$ cat config.mk
export PLATFORM = sky130hd
export DESIGN_NAME = rotated_word_serializer
export DESIGN_NICKNAME = d
export VERILOG_FILES = /design/src/rtl/rotated_word_serializer.sv
export SDC_FILE = /design/constraint.sdc
export NUM_CORES = 1
export LEC_CHECK = 0
export CAP_MARGIN = 20
export CORE_AREA = 2 2 59 61
export CTS_CLUSTER_SIZE = 16
export DETAILED_ROUTE_END_ITERATION = 6
export DIE_AREA = 0 0 61 63
export GPL_TIMING_DRIVEN = 0
export PLACE_DENSITY = 0.64
export SYNTH_ARGS = -nofsm -noshare
export SYNTH_HDL_FRONTEND = slang
export SYNTH_SLANG_ARGS = --single-unit
export TNS_END_PERCENT = 30
$ cat constraint.sdc
create_clock -name clk -period 2.6 [get_ports clk]
set_clock_uncertainty 0.2 [all_clocks]
set_input_delay 0.52 -clock clk [delete_from_list [all_inputs] [get_ports clk]]
set_output_delay 0.52 -clock clk [all_outputs]
set_load 0.05 [all_outputs]
$ cat src/rtl/rotated_word_serializer.sv
// ---------------------------------------------------------------------------
// rotated_word_serializer
//
// Purpose:
//   Downstream stage of the left barrel rotator. Takes one W = 2**N bit word
//   per in_valid/in_ready handshake and streams it out one bit per accepted
//   beat on a serial valid/ready interface. The final bit of each word is
//   flagged with serial_last. A new word can be accepted on the final beat
//   of the current one, so consecutive words stream with no idle cycle.
//
// Parameters:
//   N          log2 of the word width (W = 2**N)
//   MSB_FIRST  1: bit W-1 leaves first, 0: bit 0 leaves first
//
// Ports:
//   clk           rising-edge clock
//   rst_n         asynchronous active-low reset
//   in            W-bit rotated word from the rotator
//   in_valid      in holds a word to transfer
//   in_ready      serializer can take a word this cycle (combinational)
//   serial_out    current serial bit
//   serial_valid  serial_out is valid
//   serial_ready  consumer accepts serial_out this cycle
//   serial_last   current bit is the final bit of the word
//   busy          a word is loaded and not fully sent
// ---------------------------------------------------------------------------
module rotated_word_serializer #(
  parameter int N         = 4,
  parameter bit MSB_FIRST = 1'b1
) (
  input  logic              clk,
  input  logic              rst_n,
  input  logic [(2**N)-1:0] in,
  input  logic              in_valid,
  output logic              in_ready,
  output logic              serial_out,
  output logic              serial_valid,
  input  logic              serial_ready,
  output logic              serial_last,
  output logic              busy
);

  localparam int W = 2**N;

  typedef enum logic {
    IDLE  = 1'b0,
    SHIFT = 1'b1
  } state_t;

  state_t         r_state;
  logic [W-1:0]   r_shreg;
  logic [N-1:0]   r_cnt;

  state_t         w_stateNext;
  logic [W-1:0]   w_shregNext;
  logic [N-1:0]   w_cntNext;
  logic           w_inReadyRaw;
  logic           w_lastBit;
  logic           w_outBit;

  // State register: the shift register and bit counter travel with the FSM
  // state so a reset discards any partially sent word in one step.
  always_ff @(posedge clk or negedge rst_n) begin
    if (!rst_n) begin
      r_state <= IDLE;
      r_shreg <= '0;
      r_cnt   <= '0;
    end else begin
      r_state <= w_stateNext;
      r_shreg <= w_shregNext;
      r_cnt   <= w_cntNext;
    end
  end

  assign w_lastBit = (r_cnt == '0);

  // Next-state logic. A beat on the final bit frees the register, so the
  // upstream handshake is opened in that same cycle; this is what lets
  // back-to-back words stream without a bubble, at the cost of a
  // combinational serial_ready -> in_ready path.
  always_comb begin
    w_stateNext  = r_state;
    w_shregNext  = r_shreg;
    w_cntNext    = r_cnt;
    w_inReadyRaw = 1'b0;
    case (r_state)
      IDLE: begin
        w_inReadyRaw = 1'b1;
        if (in_valid) begin
          w_shregNext = in;
          w_cntNext   = N'(W-1);
          w_stateNext = SHIFT;
        end
      end
      SHIFT: begin
        if (serial_ready) begin
          if (w_lastBit) begin
            w_inReadyRaw = 1'b1;
            if (in_valid) begin
              w_shregNext = in;
              w_cntNext   = N'(W-1);
            end else begin
              w_stateNext = IDLE;
            end
          end else begin
            if (MSB_FIRST) begin
              w_shregNext = {r_shreg[W-2:0], 1'b0};
            end else begin
              w_shregNext = {1'b0, r_shreg[W-1:1]};
            end
            w_cntNext = r_cnt - 1'b1;
          end
        end
      end
      default: begin
        w_stateNext = IDLE;
      end
    endcase
  end

  // The residual bit left in the shift register after a word finishes is
  // masked so serial_out reads 0 whenever no word is being sent.
  assign w_outBit     = MSB_FIRST ? r_shreg[W-1] : r_shreg[0];

  assign in_ready     = rst_n & w_inReadyRaw;
  assign serial_valid = (r_state == SHIFT);
  assign busy         = (r_state == SHIFT);
  assign serial_out   = (r_state == SHIFT) & w_outBit;
  assign serial_last  = (r_state == SHIFT) & w_lastBit;

endmodule

==> metrics.md <==
| Metric | Value |
|---|---|
| Status | `completed` |
| Critical Path End | `serial_last` |
| Initial antenna violation count | `0` |
| Mux share of post-synthesis cell area | `0.914%` |
| Slew headroom | `35.0%` |
| Crit path buf inv count | `3` |
| DIE AREA | `3840 um^2` |
| Peak VDD IR | `0.414 mV` |
| Top area cells in the synthesized netlist | `dfrtp_1, o221a_2, nand3b_1, inv_1, and2_1` |
| Final Max Tran Viols | `0` |
| Post-synthesis sequential area ratio | `48.0%` |
| Worst-Margin Slew | `972 ps` |
| Share of cells above drive strength 1 | `29.8%` |
| Die Span Y | `63 um` |
| Leak | `0.000573 uW` |
| Placed insts | `168` |
| CTS Buffer Depth | `2` |
| Critical path fanouts, max | `10` |
| First-pass GRT wire length | `4.38 mm` |
| Crit path cell chain | `inv_2 -> ha_4 -> or3b_4 -> clkbuf_8 -> nor2_4 -> buf_6` |
| Row count | `21` |
| Total wire length | `2.62 mm` |
| Most frequent cell after synthesis | `dfrtp_1` |
| Hold path cells | `2` |
| Largest net degree at the start of global routing | `23` |
| Synthesized flop and latch total | `21` |
| Number of synthesized flops with an enable pin | `0` |
| Overall Global Routing Usage | `15.0%` |
| HPWL Detailed | `1.69 mm` |
| Endpoints failing hold | `0` |
| Core region area | `3230 um^2` |
| RD Place Congestion | `0.755` |
| Crit-path max cell delay | `420 ps` |
| Min-delay worst type | `in2reg` |
| Synthesized instance count | `99` |
| Worst Setup SP | `r_cnt[0]` |
| DR vias/cell | `5.15` |
| Worst-Skew Late Latency | `300 ps` |
| Period utilization | `97.7%` |
| Largest family of logic cells by synthesized area | `simple AND/OR/NAND/NOR gates` |
| Kind of critical path | `reg2out` |
| FF-to-FF path depth | `6` |
| Clock Sinks | `21` |
| Post-Route Utilization | `46.1%` |
| XOR/XNOR Fraction of Synth Area | `0%` |
| Clock transition at path regs | `120 ps` |
| Layout area overhead | `36.2%` |
| Adder-cell share of the synthesized area | `1.14%` |
| Slowest CP cell | `dfrtp_1` |
| Grt ovf | `0` |
| Syn Nets | `120` |
| Antenna viol nets, final | `0` |
| Cell Area, Synth | `1090 um^2` |
| DR WL/cell | `14.8 um` |
| Internal reg-to-reg setup slack | `430 ps` |
| Cell accounting for the most synthesized area | `dfrtp_1` |
| Maximum clock rate | `394 MHz` |
| Hold slack | `340 ps` |
| CP top delay family | `simple AND/OR/NAND/NOR gates` |
| Initial DRC Count | `44` |
| Root Buffer | `clkbuf_4` |
| Post-Layout Cell Count | `177` |
| CP endpoint kind | `output port` |
| Post-synth top cells | `dfrtp_1, nand3b_1, o221a_2` |
| Die width | `61 um` |
| Async SR Flop Fraction | `100%` |
| Fin crit period | `2540 ps` |
| Final Setup Violations | `0` |
| Synth Flop Type | `dfrtp_1` |
| CTS tree | `built` |
| Max Cap Viol | `0` |
| Ys Warns | `0` |
| Worst path arrival time | `1820 ps` |
| Reg2Reg Launch Point | `r_cnt[0]` |
| Final net count | `153` |
| RR Endpoint | `r_shreg[8]` |
| Compound-Gate Fraction of Synth Area | `21.4%` |
| PD cells | `920 nW/um^2` |
| Vias | `911` |
| Distinct cell type count of the synthesized netlist | `30` |
| RSZ-0062 raised after global routing | `true` |
| WP depth | `6` |
| Num CTS Buffers | `3` |
| Share of the synthesized area in the top cell type | `48.0%` |
| Vias in the first global route | `940` |
| Port bufs | `23` |
| Ant diodes | `0` |
| Crit path required time | `1880 ps` |
| Startpoint Class | `register` |
| Syn_area_per_cell | `11.1 um^2` |
| Drt first pass iters | `4` |
| Drc violations | `0` |
| H-tree level count | `1` |
| Boundary pin count | `25` |
| Simple-Gate Fraction of Synth Area | `21.6%` |
| Initial Utilization | `33.9%` |
per-layer routing:
metal,up-vias,track usage [%],wire length (um)
met5,-,0,0
met4,0,3.53,0
met3,0,3.93,135
met2,26,25.5,1310
met1,446,18.5,1170
li1,439,-,-
worst reg2reg max path, delay by kind of cell, from the launching register on:
kind                     cells  cell delay (ps)
AO/OA/AOI/OAI                1              140
AND/OR/NAND/NOR              2              900
buffers and inverters        2              270
adder cells (fa/ha/maj)      1              150
flip-flops                   1              420
cell type report:
class	count	area, um^2
buffer	8	48.8
sequential	21	526
inverter	7	26.3
timing repair buffer	29	278
clock buffer	4	26.3
multi-input combinational	62	529
tap	46	57.6
fill	338	1740
logic make-up after synthesis:
kind of cell    after synthesis
simple gates                 36
mux                           1
flops                        21
buf+inv                      16
fa+ha+maj                     1
compound gates               24
report_power, final:
group          switching [uW]  leakage, uW  internal (uW)
sequential               96.8     0.000225            464
combinational             288     0.000333            361
clock                     102    0.0000150           59.8
state kept, by name, indices dropped and copies added, names as in the netlist:
name	flops
r_cnt	4
busy	1
r_shreg	16
worst min-delay path by stage:
stage / startpoint / endpoint / slack [ps]
after floorplan: rst_n / busy / 20
after global placement: r_shreg[0] / r_shreg[0] / 330
after detailed placement: r_shreg[0] / r_shreg[0] / 340
after CTS: rst_n / r_shreg[15] / 300
after global routing: in_valid / busy / 350
final: in_valid / busy / 340
stage by stage:
stage / setup TNS [ps] / worst slack [ps] / cell area (um^2) / power (uW)
global placement: -1360 / -842 / 1390 / 1090
floorplan: 0 / 99.7 / 1100 / 956
detailed placement: -1410 / -859 / 1390 / 1110
CTS: -6.30 / -6.30 / 1470 / 1350
finish: 0 / 59.3 / 1490 / 1370
global route: -60.8 / -33.8 / 1490 / 1480
what timing repair did:
item                                    4_1_cts  5_1_grt
endpoints found under the setup margin        2        2
endpoints found under the hold margin         0       21
hold buffers                                  0        1
gates resized for setup                      25        7
setup buffers                                 4        1
pin swaps                                     0        1
layout by cell type, fill, tap and decap left out, types with 2 or more instances in the layout:
master / count
dfrtp_1: 21
or3_1: 2
buf_2: 4
clkdlybuf4s50_1: 19
nor2_1: 2
nand2_1: 3
inv_1: 5
clkbuf_4: 3
inv_2: 2
and2_1: 3
clkbuf_1: 3
nand3b_1: 14
nand3_1: 2
a31oi_1: 2
o221a_2: 14
nor3_1: 3
buf_4: 6
(Power assumes the default switching activity.)
